===== src/rtl/sha256_msg_schedule.sv =====
// sha256_msg_schedule
//   SHA-256 message-schedule expander. Loads one 512-bit block as 16
//   big-endian 32-bit words M[0..15] (word 0 first). It then emits the
//   schedule words W[0..ROUNDS-1], one per out_valid/out_ready handshake.
//   A 16-entry circular buffer holds the last 16 schedule words. W[t] for
//   t>=16 is written over W[t-16] once it is accepted.
//
//   Handshake rule (both sides): a transfer happens on a rising clk edge
//   where valid && ready are both high and abort is low. valid does not
//   depend on ready. out_word/out_idx come from registered state only.
//
//   Optional build macro: SCHED_STALL_CNT_EN adds the output stall_cnt. It
//   is a saturating 16-bit count of cycles with out_valid && !out_ready.
//   It is cleared on the 16th load accept and on reset.
//
//   Ports:
//     clk, rst_n      clock, asynchronous active-low reset
//     abort           synchronous discard of the current block
//     in_valid/ready  message-word handshake, in_word = M[i]
//     out_valid/ready schedule-word handshake, out_word = W[t], out_idx = t
//     done            pulse on the final (t == ROUNDS-1) output handshake
//     stall_cnt       (SCHED_STALL_CNT_EN only) backpressure cycle counter

module right_rotator #(
    parameter int W = 32
) (
    input  logic [W-1:0]         din_i,
    input  logic [$clog2(W)-1:0] rotate_amt,
    output logic [W-1:0]         dout_o
);
    // A shift by W (rotate_amt == 0) gives zero, so the OR is still correct.
    assign dout_o = (din_i >> rotate_amt) | (din_i << (W - int'(rotate_amt)));
endmodule

module sha256_msg_schedule #(
    parameter int ROUNDS = 64,
    parameter int CNT_W  = 6
) (
    input  logic             clk,
    input  logic             rst_n,
    input  logic             abort,
    input  logic             in_valid,
    output logic             in_ready,
    input  logic [31:0]      in_word,
    output logic             out_valid,
    input  logic             out_ready,
    output logic [31:0]      out_word,
    output logic [CNT_W-1:0] out_idx,
    output logic             done
`ifdef SCHED_STALL_CNT_EN
    ,
    output logic [15:0]      stall_cnt
`endif
);
    typedef enum logic {S_LOAD = 1'b0, S_EMIT = 1'b1} state_e;

    state_e           state_q, state_d;
    logic [3:0]       cnt_q, cnt_d;
    logic [CNT_W-1:0] t_q, t_d;
    logic [31:0]      buf_q [16];

    logic             wr_en;
    logic [3:0]       wr_idx;
    logic [31:0]      wr_data;

    // Taps into the circular buffer. The 4-bit subtraction wraps mod 16.
    logic [3:0]  t_lo;
    logic [31:0] w_m2, w_m7, w_m15, w_m16;
    logic [31:0] r7, r18, r17, r19;
    logic [31:0] sig0, sig1, w_new;
    logic        past_16;

    assign t_lo    = t_q[3:0];
    assign w_m2    = buf_q[t_lo - 4'd2];
    assign w_m7    = buf_q[t_lo - 4'd7];
    assign w_m15   = buf_q[t_lo - 4'd15];
    assign w_m16   = buf_q[t_lo];
    assign past_16 = (t_q >= CNT_W'(16));

    right_rotator #(.W(32)) u_rot7  (.din_i(w_m15), .rotate_amt(5'd7),  .dout_o(r7));
    right_rotator #(.W(32)) u_rot18 (.din_i(w_m15), .rotate_amt(5'd18), .dout_o(r18));
    right_rotator #(.W(32)) u_rot17 (.din_i(w_m2),  .rotate_amt(5'd17), .dout_o(r17));
    right_rotator #(.W(32)) u_rot19 (.din_i(w_m2),  .rotate_amt(5'd19), .dout_o(r19));

    assign sig0  = r7 ^ r18 ^ (w_m15 >> 3);
    assign sig1  = r17 ^ r19 ^ (w_m2 >> 10);
    assign w_new = sig1 + w_m7 + sig0 + w_m16;

    assign in_ready  = (state_q == S_LOAD);
    assign out_valid = (state_q == S_EMIT);
    assign out_idx   = t_q;
    // Forced to zero outside EMIT so the outputs do not expose buffer contents.
    assign out_word  = !out_valid ? 32'd0 : (past_16 ? w_new : w_m16);
    assign done      = out_valid && out_ready && !abort && (t_q == CNT_W'(ROUNDS - 1));

    always_comb begin
        state_d = state_q;
        cnt_d   = cnt_q;
        t_d     = t_q;
        wr_en   = 1'b0;
        wr_idx  = cnt_q;
        wr_data = in_word;
        if (abort) begin
            state_d = S_LOAD;
            cnt_d   = 4'd0;
            t_d     = '0;
        end else begin
            case (state_q)
                S_LOAD: begin
                    if (in_valid) begin
                        wr_en = 1'b1;
                        cnt_d = cnt_q + 4'd1;
                        if (cnt_q == 4'd15) begin
                            state_d = S_EMIT;
                            t_d     = '0;
                        end
                    end
                end
                S_EMIT: begin
                    if (out_ready) begin
                        // W[t-16] is dead once W[t] leaves, so reuse its slot.
                        if (past_16) begin
                            wr_en   = 1'b1;
                            wr_idx  = t_lo;
                            wr_data = w_new;
                        end
                        if (t_q == CNT_W'(ROUNDS - 1)) begin
                            state_d = S_LOAD;
                            cnt_d   = 4'd0;
                            t_d     = '0;
                        end else begin
                            t_d = t_q + CNT_W'(1);
                        end
                    end
                end
                default: state_d = S_LOAD;
            endcase
        end
    end

    always_ff @(posedge clk or negedge rst_n) begin
        if (!rst_n) begin
            state_q <= S_LOAD;
            cnt_q   <= 4'd0;
            t_q     <= '0;
        end else begin
            state_q <= state_d;
            cnt_q   <= cnt_d;
            t_q     <= t_d;
        end
    end

    always_ff @(posedge clk) begin
        if (wr_en) buf_q[wr_idx] <= wr_data;
    end

`ifdef SCHED_STALL_CNT_EN
    logic [15:0] stall_q, stall_d;
    logic        load_last;

    assign load_last = in_ready && in_valid && !abort && (cnt_q == 4'd15);

    always_comb begin
        stall_d = stall_q;
        if (load_last)
            stall_d = 16'd0;
        else if (out_valid && !out_ready && stall_q != 16'hFFFF)
            stall_d = stall_q + 16'd1;
    end

    always_ff @(posedge clk or negedge rst_n) begin
        if (!rst_n) stall_q <= 16'd0;
        else        stall_q <= stall_d;
    end

    assign stall_cnt = stall_q;
`endif

endmodule


===== config.mk =====
export PLATFORM = sky130hd
export DESIGN_NAME = sha256_msg_schedule
export DESIGN_NICKNAME = d
export VERILOG_FILES = /design/src/rtl/sha256_msg_schedule.sv
export SDC_FILE = /design/constraint.sdc
export NUM_CORES = 1
export LEC_CHECK = 0
export CELL_PAD_IN_SITES_DETAIL_PLACEMENT = 2
export CELL_PAD_IN_SITES_GLOBAL_PLACEMENT = 2
export CORE_AREA = 10 10 254 280
export CTS_CLUSTER_DIAMETER = 80
export DETAILED_ROUTE_END_ITERATION = 10
export DIE_AREA = 0 0 264 290
export PLACE_DENSITY = 0.83
export SETUP_SLACK_MARGIN = 0.2
export SYNTH_ARGS = -nofsm -noshare
export SYNTH_HDL_FRONTEND = slang
export SYNTH_SLANG_ARGS = --single-unit

===== constraint.sdc =====
create_clock -name clk -period 19.95 [get_ports clk]
set_input_delay 2.9925 -clock clk [delete_from_list [all_inputs] [get_ports clk]]
set_output_delay 2.9925 -clock clk [all_outputs]
set_load 0.03 [all_outputs]

## Word-level counts from Yosys, hierarchy flattened

Memories as Yosys holds them, arrays and structs flattened.
Index checks and enable logic that the tools add are counted.

- Reduce and logical (&&, ||, !) cells: 6
- Add/subtract/negate cells: 8
- Muxes and demuxes: 34
- Magnitude comparators: 1
- Bitwise operators: 9
- Equality and inequality tests: 6

Operators by type and width:

| cell | count |
|---|---|
| 2-to-1 mux 32 bit | 6 |
| adder 32 bit | 3 |
| bitwise XOR 32 bit | 2 |
| 2-to-1 mux 4 bit | 8 |
| OR 13 x 32 -> 32 bit | 1 |
| OR 14 x 32 -> 32 bit | 1 |
| OR 15 x 32 -> 32 bit | 1 |
| OR 25 x 32 -> 32 bit | 1 |
| bitwise XOR 32 x 22 -> 32 bit | 1 |
| bitwise XOR 32 x 29 -> 32 bit | 1 |
| 2-to-1 mux 6 bit | 5 |
| one-hot mux 6 bit (2 select lines) | 1 |
| 2-to-1 mux 1 bit | 11 |
| one-hot mux 4 bit (2 select lines) | 1 |
| adder 6 x 1 -> 6 bit, second input constant | 1 |
| == test 6 bit, second input constant | 1 |
| >= comparator 6 x 5 -> 1 bit, second input constant | 1 |
| inequality test 3 x 2 -> 1 bit, second input constant | 2 |
| inequality test 3 bit, second input constant | 2 |
| AND reduction 3 bit | 2 |
| adder 4 x 1 -> 4 bit, second input constant | 1 |
| == test 4 bit, second input constant | 1 |
| one-hot mux 1 bit (2 select lines) | 2 |
| subtractor 4 x 2 -> 4 bit, second input constant | 1 |
| 5 further kinds | 7 |

- Register bits after elaboration: 11
- Output and inout port bits: 41
- Memories: 1
- Input bits: 37
- RAM bits: 512
- Word-level logic and storage cells: 68

Memories:

| memory | words | width | rd ports | clocked after memory_dff | wr ports | RTL line | source |
|---|---|---|---|---|---|---|---|
| buf_q | 16 | 32 | 4 | 0 | 1 | 60 | `logic [31:0] buf_q [16];` |

## Longest topological paths before layout

An unclocked memory read counts as a cell.

- Depth after elaboration: 12
- Depth in mapped cells: 24
- Mapped depth without buffers: 21

## Modules after synthesis

From an unflattened synthesis, not the netlist that was laid out.

- Cell total of the unflattened synthesis: 3,644
- Area, all modules: 48,117.4 µm²

Modules (own cells, without submodules):

| module | instances | area an instance (µm²) | sequential area each (µm²) | cells an instance |
|---|---|---|---|---|
| sha256_msg_schedule | 1 | 33,540.9 | 15,650.0 | 1,924 |
| right_rotator at u_rot17 ... | 2 | 3,699.8 | 0.0 | 423 |
| right_rotator at u_rot19 ... | 2 | 3,588.4 | 0.0 | 437 |

## Worst setup path after synthesis

No wires, ideal clock.

- Path kind: register to output
- From: reg t_q[0] (netlist: out_idx[0])
- To: out out_word[29]
- Setup slack: 9.924 ns
- Path buffers: 3
- Data arrival time: 7.034 ns
- Data required time: 16.957 ns
- Stages on the path, launching flop included: 22
- Path through: dfrtp_1 -> ha_1 -> clkbuf_1 -> clkbuf_1 -> clkbuf_1 -> mux4_2 -> mux4_2 -> xnor2_1 -> fa_1 -> fa_1 -> inv_1 -> ha_1 -> inv_1 -> fa_1 -> nor2b_1 -> o211ai_1 -> a31o_2 -> and4b_1 -> o211a_1 -> o31ai_1 -> mux2_2 -> a221oi_1

- Cells in the longest elaborated chain, start to end: 10
- Elaborated cells between the ends (all ways): 18
- Classes of those cells: add/sub (6); order compare (1); mux (2); bitwise (8); memory (1)

RTL lines:

| item | RTL line | source |
|---|---|---|
| start: declaration | 59 | `logic [CNT_W-1:0] t_q, t_d;` |
| start signal: assignment | 149 | `t_q <= t_d;` |
| subtractor 4 x 2 -> 4 bit | 74 | `assign w_m2 = buf_q[t_lo - 4'd2];` |
| memory read (16 x 32 bit) | -- |  |
| OR 15 x 32 -> 32 bit or OR 13 x 32 -> 32 bit (tied branches) | 32 | `assign dout_o = (din_i >> rotate_amt) \| (din_i << (W - int'(rotate_amt)));` |
| bitwise XOR 32 bit | 86 | `assign sig1 = r17 ^ r19 ^ (w_m2 >> 10);` |
| bitwise XOR 32 x 22 -> 32 bit | 86 |  |
| adder 32 bit (3 in a row) | 87 | `assign w_new = sig1 + w_m7 + sig0 + w_m16;` |
| 2-to-1 mux 32 bit * (2 in a row) | 93 | `assign out_word = !out_valid ? 32'd0 : (past_16 ? w_new : w_m16);` |
| end: declaration | 47 | `output logic [31:0] out_word,` |

Every way passes the cells marked *; elsewhere a longest branch is shown, timed or not.

## Worst setup path after layout

Ends and elaborated chain as after synthesis.

==> out/results.tsv <==
stage	metric	value	unit
cts	CTS clk-pin slew, worst paths	0.06	ns
final_layout	end-of-flow core utilization	57.4	%
grt	largest net degree at the start of global routing	143	
grt	first-pass GRT wire length	187000	um
setup_path	CP required	16.96	ns
synth	Post-Syn Instances	1967	
cts	Clock Latency Late Sink	0.65	ns
cts	Clock Path Buffers	3	
grt	antenna violations before repair	3	
synth	Yosys reg bits	523	
drt	DR WL/cell	44.7	um
cts	post-CTS setup buffer count	0	
floorplan	Die Wd	264	um
synth	largest area contributor in the netlist	edfxtp_1	
setup_path	most used cell, CP	fa_1	
setup_path	Critical Path AT	10.89	ns
floorplan	Starting Density	51.6	%
setup_path	worst-path cell chain	ha_4 > buf_4 > buf_4 > mux4_2 > mux4_2 > xor2_1 > xnor2_1 > fa_1 > fa_1 > inv_1 > ha_1 > inv_1 > fa_1 > nor2b_1 > o211ai_1 > a31o_2 > and4b_1 > o211a_1 > o31ai_1 > mux2_2 > a221oi_1 > clkdlybuf4s50_1	
synth	post-synth top area share	45.8	%
cts	CTS buffer count	57	
timing	setup tns final	0	ns
cts	clock net sink count	523	
floorplan	core area	65000	um2
drt	first-pass iteration count of the detailed router	7	
synth	Yosys warning count	0	
placement	worst slack, placed	7.19	ns
floorplan	# IOs	78	
synth	Post-synth EDFFs	512	
drt	final WL	131000	um
run	maximum capacitance violations	0	
floorplan	die area	76600	um2
drt	vias post-DR	22900	
cts	TritonCTS clock tree	built	
placement	gp weighted congestion	0.961	
drt	Antenna Violating Nets Remaining	0	
grt	GRT Overall Usage	33.6	%
final_layout	commonest non-fill, non-tap cell in the layout	edfxtp_1	
cts	CTS H-tree depth	2	
final_layout	Syn-to-layout area delta	11.1	%
setup_path	Crit Path Max Fanout	59	
setup_path	Setup CP Type	flop to output pin	
timing	Max Freq	72.0	MHz
timing	Tmin final	13.89	ns
final_layout	final net count	2151	
synth	Cell Area, Synth	33500	um2
floorplan	Die Y	290	um
power_and_ir_drop	worst vdd ir	0.0000734	V
cts	CTS root buffer	clkbuf_16	
placement	port buffer count	77	
power_and_ir_drop	Pleak	11.8	nW
floorplan	Row Count	98	
synth	synthesized area per cell	17.1	um2
worst_hold_path	Hold Crit Class	flop to flop	
drt	violation count after the first detailed-route iteration	3510	
timing	Worst-Margin Slew	1.19	ns
synth	post-synthesis sequential area ratio	46.7	%
timing	Setup WS post-layout	6.06	ns
setup_path	Setup crit end kind	output pin	
setup_path	crit-path max cell delay	1.04	ns
final_layout	most frequent cells in the layout	512 x edfxtp_1, 509 x mux4_2, 134 x inv_1, 124 x nand2_1, 77 x clkdlybuf4s50_1	
synth	top cells by area, synth	edfxtp_1 46%, mux4_2 34%, fa_1 3.7%	
setup_path	CP max stage cell	dfrtp_4	
timing	Rel. slew slack	20.9	%
grt	total global routing overflow	0	
setup_path	CP delay by family, top	buffers and inverters	
power_and_ir_drop	Power Dens Cells	70.9	nW/um2
placement	cell count after placement	2807	
timing	RSZ-0062 raised after global routing	no	
final_layout	fin cells	2919	
synth	Synth Flop Type	edfxtp_1	
placement	Post-Place Cell Area	35300	um2
synth	Post-Syn Nets	2101	
outcome	outcome	finished, final reports clean	
placement	HPWL Detailed	81600	um
setup_path	Buf/Inv on CP	5	
timing	final hold violations	0	
drt	Vias/cell	7.85	
timing	pins over their slew limit	0	
timing	final setup vio count	0	
synth	Cell variety after synth	69	
timing	clk_skew	0.0282	ns
final_layout	Design Area, Final	37300	um2
drt	DRC errors left	0	
setup_path	Worst setup SP type	flop	
grt	vias in the first global route	24200	
synth	asr flop ratio synth	2.10	%
cts	# resized after CTS	0	
cts	hold_buf cts	0	
timing	fin crit share	69.6	%
final_layout	fraction of layout cells with a size suffix above 1	33.4	%
==> logic make-up after synthesis <==
kind of cell | share of synthesized area [%]
mux | 34.4
fa+ha+maj | 5.01
xor+xnor | 3.82
simple gates | 3.43
buf+inv | 3.61
compound gates | 3.11
flops | 46.7
==> metal layers <==
metal	share of wire (%)	GRT usage, %
met5	0	0
met4	6.5	18.1
met3	13	8.76
met2	47	53.1
met1	34	42.1
==> registers in the layout, indices dropped and copies added, names as in the netlist <==
| name | flops |
|---|---|
| out_valid | 1 |
| out_idx | 6 |
| cnt_q | 4 |
| buf_q | 512 |
==> cells in the mapped netlist (3+ instances only) <==
master / n
nand4_1: 3
nand3_1: 17
o211ai_1: 4
a311oi_1: 4
edfxtp_1: 512
o21a_1: 6
nor3b_1: 3
buf_4: 9
dfrtp_1: 11
or4_1: 4
mux2_2: 3
clkbuf_1: 43
nor2_1: 55
and3_1: 9
nand2_1: 125
ha_1: 35
mux4_2: 509
a22o_1: 3
nor2b_1: 8
buf_6: 13
or2_2: 5
a21oi_1: 49
a21o_1: 12
o21ai_0: 35
or3_1: 5
nand2b_1: 4
xor2_1: 65
xnor2_1: 75
nor3_1: 10
buf_2: 48
inv_1: 134
buf_1: 24
a211oi_1: 9
fa_1: 62
o31ai_1: 5
o41ai_1: 4
a31oi_1: 6
==> layout make-up <==
type	count	area (um2)
multi-input cells	1172	16900
fillers	5419	27700
flip-flops and latches	523	15700
clock inverters	42	478
diodes	3	7.51
inverters	135	507
well taps	850	1060
clock buffers	66	1480
repair buffers	128	1190
==> worst paths after layout <==
| kind | from | to | slack (ns) | depth (start not counted) |
|---|---|---|---|---|
| min in group asynchronous | rst_n | out_idx[1] | 2.71 | 1 |
| max reg2reg | out_idx[0] | buf_q[10][29] | 10.00 | 21 |
| max | out_idx[0] | out_word[29] | 6.06 | 22 |
| min reg2reg | cnt_q[0] | cnt_q[0] | 0.60 | 1 |
| min | cnt_q[0] | cnt_q[0] | 0.60 | 1 |
| max in group asynchronous | rst_n | out_idx[0] | 16.82 | 1 |
==> power by group <==
part | internal (W) | switching (W)
combinational | 0.0000964 | 0.000183
sequential | 0.00121 | 0.00000663
clock | 0.000652 | 0.000488
total | 0.00196 | 0.000678
==> stage by stage <==
step	total power [W]	hold slack (ns)
after floorplan	0.00140	0.540
after global placement	0.00148	0.571
after detailed placement	0.00150	0.582
after CTS	0.00264	0.596
after global routing	0.00270	0.630
final	0.00264	0.599
(Power assumes the default switching activity.)
